===== config.mk =====
export PLATFORM = sky130hd
export DESIGN_NAME = png_unfilter
export DESIGN_NICKNAME = d
export VERILOG_FILES = /design/src/rtl/png_unfilter.sv
export SDC_FILE = /design/constraint.sdc
export NUM_CORES = 2
export LEC_CHECK = 0
export CELL_PAD_IN_SITES_DETAIL_PLACEMENT = 1
export CELL_PAD_IN_SITES_GLOBAL_PLACEMENT = 1
export CORE_ASPECT_RATIO = 0.5
export CORE_MARGIN = 5
export CORE_UTILIZATION = 45
export CTS_CLUSTER_SIZE = 10
export DETAILED_ROUTE_END_ITERATION = 6
export GPL_ROUTABILITY_DRIVEN = 0
export PLACE_DENSITY = 0.73
export SYNTH_ARGS = -nofsm -noshare
export SYNTH_HDL_FRONTEND = slang
export SYNTH_SLANG_ARGS = --single-unit

===== constraint.sdc =====
create_clock -name clk -period 87.4 [get_ports clk]
set_input_delay 26.22 -clock clk [delete_from_list [all_inputs] [get_ports clk]]
set_output_delay 26.22 -clock clk [all_outputs]
set_load 0.03 [all_outputs]

===== src/rtl/png_unfilter.sv =====
// png_unfilter: rebuilds raw pixel bytes from a PNG filtered scanline stream.
// Each row is one filter-type byte followed by cfg_w_i data bytes. The
// None/Sub/Up/Average/Paeth filters are undone using a register-array
// prior-row buffer plus short left (a) and upper-left (c) history registers.
module png_unfilter #(
  parameter int SIZE      = 512,
  parameter int SIZE_WD   = $clog2(SIZE),
  parameter int SIZE_W_WD = $clog2(SIZE + 1),
  parameter int SIZE_H_WD = 16
) (
  input  logic                 clk,
  input  logic                 rstn,
  input  logic [SIZE_W_WD-1:0] cfg_w_i,
  input  logic [SIZE_H_WD-1:0] cfg_h_i,
  input  logic [2:0]           cfg_bpp_i,
  input  logic                 start_i,
  input  logic                 dat_val_i,
  input  logic [7:0]           dat_i,
  output logic                 val_o,
  output logic [7:0]           dat_o,
  output logic                 row_done_o,
  output logic                 done_o,
  output logic                 err_o
);

  typedef enum logic [1:0] {IDLE, TYPE, DATA} state_t;

  state_t               state_reg;
  logic [SIZE_W_WD-1:0] cfg_w_reg;
  logic [SIZE_H_WD-1:0] cfg_h_reg;
  logic [1:0]           bpp_m1_reg;     // bytes-per-pixel minus one (0..3)
  logic [2:0]           ftype_reg;      // illegal types already folded to None
  logic [SIZE_WD-1:0]   col_reg;
  logic [SIZE_H_WD-1:0] row_cnt_reg;
  logic                 first_row_reg;
  logic [3:0][7:0]      a_hist_reg;     // [0] = most recent reconstructed byte
  logic [3:0][7:0]      c_hist_reg;     // [0] = most recent prior-row byte

  logic [7:0] line_buf [SIZE];

  logic [2:0]        bpp_val;
  logic              col_ge_bpp;
  logic              last_col;
  logic [7:0]        a_val, b_val, c_val, pred, recon;
  logic [8:0]        avg_sum;
  logic signed [9:0] p_val, pa, pb, pc;

  function automatic logic signed [9:0] abs10(input logic signed [9:0] v);
    return (v < 0) ? -v : v;
  endfunction

  // Predictor selection and reconstruction of the byte currently on dat_i
  always_comb begin
    bpp_val    = {1'b0, bpp_m1_reg} + 3'd1;
    col_ge_bpp = (col_reg >= SIZE_WD'(bpp_val));
    last_col   = (SIZE_W_WD'(col_reg) == cfg_w_reg - SIZE_W_WD'(1));
    a_val      = col_ge_bpp ? a_hist_reg[bpp_m1_reg] : 8'd0;
    b_val      = first_row_reg ? 8'd0 : line_buf[col_reg];
    c_val      = (col_ge_bpp && !first_row_reg) ? c_hist_reg[bpp_m1_reg] : 8'd0;
    avg_sum    = {1'b0, a_val} + {1'b0, b_val};
    p_val      = $signed({2'b00, a_val}) + $signed({2'b00, b_val}) - $signed({2'b00, c_val});
    pa         = abs10(p_val - $signed({2'b00, a_val}));
    pb         = abs10(p_val - $signed({2'b00, b_val}));
    pc         = abs10(p_val - $signed({2'b00, c_val}));
    pred       = 8'd0;
    case (ftype_reg)
      3'd1:    pred = a_val;
      3'd2:    pred = b_val;
      3'd3:    pred = avg_sum[8:1];
      3'd4:    pred = (pa <= pb && pa <= pc) ? a_val : ((pb <= pc) ? b_val : c_val);
      default: pred = 8'd0;
    endcase
    recon = dat_i + pred;
  end

  // Prior-row buffer: the old value is read combinationally, the new one lands at the edge
  always_ff @(posedge clk) begin
    if (state_reg == DATA && dat_val_i && !start_i)
      line_buf[col_reg] <= recon;
  end

  // Control FSM, history shift registers and registered outputs
  always_ff @(posedge clk or negedge rstn) begin
    if (!rstn) begin
      state_reg     <= IDLE;
      cfg_w_reg     <= '0;
      cfg_h_reg     <= '0;
      bpp_m1_reg    <= '0;
      ftype_reg     <= '0;
      col_reg       <= '0;
      row_cnt_reg   <= '0;
      first_row_reg <= 1'b1;
      a_hist_reg    <= '0;
      c_hist_reg    <= '0;
      val_o         <= 1'b0;
      dat_o         <= 8'd0;
      row_done_o    <= 1'b0;
      done_o        <= 1'b0;
      err_o         <= 1'b0;
    end else begin
      val_o      <= 1'b0;
      row_done_o <= 1'b0;
      done_o     <= 1'b0;
      if (start_i) begin
        cfg_w_reg     <= cfg_w_i;
        cfg_h_reg     <= cfg_h_i;
        bpp_m1_reg    <= (cfg_bpp_i == 3'd0) ? 2'd0 :
                         (cfg_bpp_i > 3'd4)  ? 2'd3 : 2'(cfg_bpp_i - 3'd1);
        row_cnt_reg   <= '0;
        first_row_reg <= 1'b1;
        err_o         <= 1'b0;
        state_reg     <= TYPE;
      end else begin
        case (state_reg)
          TYPE: begin
            if (dat_val_i) begin
              if (dat_i > 8'd4) begin
                ftype_reg <= 3'd0;
                err_o     <= 1'b1;
              end else begin
                ftype_reg <= dat_i[2:0];
              end
              col_reg    <= '0;
              a_hist_reg <= '0;
              c_hist_reg <= '0;
              state_reg  <= DATA;
            end
          end
          DATA: begin
            if (dat_val_i) begin
              val_o      <= 1'b1;
              dat_o      <= recon;
              a_hist_reg <= {a_hist_reg[2:0], recon};
              c_hist_reg <= {c_hist_reg[2:0], b_val};
              if (last_col) begin
                row_done_o    <= 1'b1;
                first_row_reg <= 1'b0;
                row_cnt_reg   <= row_cnt_reg + 1'b1;
                if (row_cnt_reg == cfg_h_reg - 1'b1) begin
                  done_o    <= 1'b1;
                  state_reg <= IDLE;
                end else begin
                  state_reg <= TYPE;
                end
              end else begin
                col_reg <= col_reg + 1'b1;
              end
            end
          end
          default: ;
        endcase
      end
    end
  end

endmodule


### Yosys cells after proc, flatten, opt, wreduce, memory -nomap -nowiden

Memories as Yosys holds them, arrays and structs flattened.
Cells that the tools add are included.

* add/sub/neg operators: 16
* magnitude comparators: 10
* equality and inequality tests: 14
* mux-type cells: 57
* bitwise operators: 1
* reduce and logical (&&, ||, !) cells: 21

Operators with widths (number)
* case mux 32 bit (2 select lines): 2
* 2-to-1 mux 32 bit: 3
* 2-to-1 mux 16 bit: 4
* 2-to-1 mux 8 bit: 7
* binary-select mux 8 bit (select 2 bit): 2
* case mux 8 bit (4 select lines): 1
* <= comparator 10 bit: 3
* < comparator 10 x 1 -> 1 bit (second input constant): 3
* 2-to-1 mux 10 bit: 3
* negator 10 bit: 3
* subtractor 10 x 9 -> 10 bit: 3
* 2-to-1 mux 9 bit: 3
* 2-to-1 mux 1 bit: 23
* adder 8 x 8 -> 9 bit: 2
* case mux 9 bit (2 select lines): 1
* adder 16 x 1 -> 16 bit (second input constant): 1
* == test 16 bit: 1
* subtractor 16 x 1 -> 16 bit (second input constant): 1
* 2-to-1 mux 2 bit: 6
* AND reduction 3 bit: 4
* nonzero test 2 bit: 6
* == test 9 x 10 -> 1 bit: 1
* subtractor 10 x 1 -> 10 bit (second input constant): 1
* subtractor 9 x 8 -> 10 bit: 1
* 24 further kinds: 34

* register bits after elaboration: 135
* RAM bits: 4096
* word-level logic and storage cells: 141
* memories: 1

Memories
* line_buf: depth 512, bits a word 8, rd ports 1, clocked after Yosys merged registers in 0, write ports 1, line 39 `logic [7:0] line_buf [SIZE];`

### Longest topological paths before layout

* depth in word-level cells: 15
* mapped depth: 55

### Least setup slack after synthesis

No wires, ideal clock.

* path kind: input -> register
* from: in dat_i[0]
* to: mem line_buf[0][6], data pin
* data arrival time: 41.768 ns
* slack: 42.539 ns
* stages on the path: 9
* buffers on the path: 0
* cells stage by stage: ha_1 inv_1 fa_1 inv_1 a21oi_1 o21bai_1 a21o_1 a21oi_1 xnor2_1

* word-level cells in the longest chain between the ends: 1

Ends and longest elaborated chain
* from (decl): line 18 `input logic [7:0] dat_i,`
* adder 8 bit: line 73 `recon = dat_i + pred;`
* net recon[6]: line 44 `logic [7:0] a_val, b_val, c_val, pred, recon;`
* to (decl): line 39

The timed path passes the listed nets, and every way through them passes these cells.

### Final worst setup path

* from: in dat_i[0]
* to: mem line_buf[436][4], data pin

Same word-level chain as after synthesis.

==> metrics.cfg <==
[outcome]
status=complete, no violations

[worst_hold_path]
min_from=a_hist_reg[28]
hp-class=flop to flop

[worst_setup_path]
cp_max_fo=176
startpoint=dat_i[0]
endpoint_kind=flop
crit_arrival_ps=31560
critical_path.startpoint_type=input port
worstReg2RegStart=col_reg[0]
crit_type=input port to flop
cp_data_required_time_ps=87920

[sta]
period_needed_ps=31050
fin_skew_ps=74.06
hold_viol=0
slew_viol_final=0
fin_crit_sh_pct=35.52
relSlewSlack_pct=11.28
rsz0062_at_grt=no
finalSetupTns_ps=0
worstMarginPinSlew_ps=1331
holdWs_ps=499.5
fmax_mhz=32.21
finalSetupViolations=0

[clocking]
postCtsSetupBuffers=0
cts_hold_buffers=0
htreeDepth=5
clock_path_buffers=4
cts_sinks=4231
cts-buffers-inserted=466
clkLatencyLatePin_ps=950
root_buffer=clkbuf_16
cts_tree=done
path_clk_slew_ps=50
ctsResizeCount=0

[yosys]
synth_top_family_by_area=multiplexers
synth_compound_area_share_pct=1.750
synth_edf_count=4096
ys_seq_area_share_pct=74.88
synth_cells=7868
syn_area_um2=168800
ys_async_sr_fraction_pct=3.191
synth_mux_area_share_pct=17.72
synthAdderAreaFrac_pct=0.8036
yosys-top-cells-area=edfxtp_1 73%, mux4_2 17%, dfrtp_1 2.0%
synth_warnings=0
synth_commonest_cells=4096 x edfxtp_1, 1274 x mux4_2, 639 x nor2_1
synth-simple-area-share_pct=2.716
ys.flop_type=edfxtp_1
synth_top_area_share_pct=72.88
synth-seq-cells=4231
synth_nets=8008
synth.distinct_cells=87
yosysMostFrequentCell=edfxtp_1
synth_xor_area_share_pct=0.5708
yosys.area.top_type=edfxtp_1
syn_avg_cell_area_um2=21.45

[flow_run]
maxCapViolCount=0

[routing]
remaining_drc_errors=0
drt-initial-drc-count=12198
drt_pass1_iterations=6
ant_nets=0
routedWlPerCell_um=35.41
finalWirelength_um=467300
routed_via_density=6.418
via_count=84699

[floorplan]
dieWidth_um=876.1
fp.dieH_um=443.0
fp-row-count=159
io_pins=53
core_area_um2=374400
start_util_pct=45.08
die_area_um2=388100

[pwr]
peakVddDrop_mv=0.01704
p_leak_nw=56.79
power_density_nw_per_um2=22.73

[placed_design]
placedCellCount=12632
io_buffers=52
place_hpwl_um=285900

[layout]
nFillCells=32980
largest_register_ffs=4096
instances_no_fill=13198
multi_input_area_um2=40080
synthToLayoutAreaGrowth_pct=11.04
drive_gt1_share_pct=24.72
final-seq-area_um2=126400
fin_nets=8249

[global_routing]
antenna_found_initial=26
grt_overflow=0
grt_max_degree=177
grt.total_usage_pct=23.91
grt_pass1_vias=86472
grt_first_pass_wirelength_um=669200

-- placed cells by master, fill, tap and decap left out, types with 48 or more instances in the layout --
cell             instances
mux4_2                1274
clkbuf_1                66
nand3_1                 48
nand2_1                186
xnor2_1                 64
inv_1                   86
clkbuf_16              473
a22o_1                  55
edfxtp_1              4096
buf_4                  156
mux2i_1                 88
a21oi_1                 62
o21ai_0                 72
clkdlybuf4s50_1         50
dfrtp_1                127
nor2_1                 636
ha_1                    85
-- worst paths after layout --
| path | endpoint | slack (ps) | depth (start not counted) |
|---|---|---|---|
| setup / recovery | line_buf[436][4] | 56350 | 12 |
| hold / removal | a_hist_reg[28] | 500 | 1 |
| setup reg to reg | line_buf[436][4] | 67250 | 50 |
| hold reg to reg | a_hist_reg[28] | 500 | 1 |
| max in group asynchronous | col_reg[0] | 60690 | 2 |
| min in group asynchronous | cfg_h_reg[8] | 25290 | 1 |
-- stage by stage --
stage	power, W	util (%)	worst slack [ps]	instance area (um^2)
floorplan	0.002523	-	42540	168800
global placement	0.002597	46.76	55800	175100
detailed placement	0.002604	46.76	55560	175100
CTS	0.004277	50.05	56550	187400
global route	0.004401	50.05	56370	187400
finish	0.004261	50.06	56350	187400
-- layer usage --
layer  global-route usage, %  share of wire (%)  vias to the layer above  wire [um]
met5                       0              0.019                        -         87
met4                   6.544                2.9                       14      13670
met3                   6.065                 11                      755      52320
met2                   36.71                 47                     5464     217400
met1                   34.34                 39                    45435     183800
li1                        -                  -                    33031          -
-- cell families after synthesis --
family	count (synthesis)
multiplexers	1392
AND/OR/NAND/NOR	1076
XOR/XNOR	110
adder cells (fa/ha/maj)	101
buffers and inverters	540
flip-flops	4231
AO/OA/AOI/OAI	418
-- report_power, final --
group          switching, W  internal, W  total, W  leakage, nW
clock              0.000737     0.000960   0.00170         6.02
sequential       0.00000509      0.00223   0.00224         38.6
combinational      0.000198     0.000127  0.000325         12.2
total              0.000940      0.00332   0.00426         56.8
-- cell type report --
class                   count  share of cell area, %
flip-flops and latches   4231                  67.44
multi-input cells        3097                  21.39
clock buffers             541                  6.463
well taps                4991                  3.332
repair buffers            222                  1.050
inverters                  91                 0.1969
clock inverters            15                 0.1168
diodes                     10                0.01335
-- worst max-delay path, cell delays in order --
cell and delay (ps):
clkdlybuf4s50_1 570, ha_4 170, inv_1 60, fa_1 460, inv_1 100, a21oi_1 70
o21bai_1 360, xor2_4 160, buf_4 610, buf_4 770, buf_4 880, buf_12 500
Note: power is estimated with default switching activity, not from simulation.
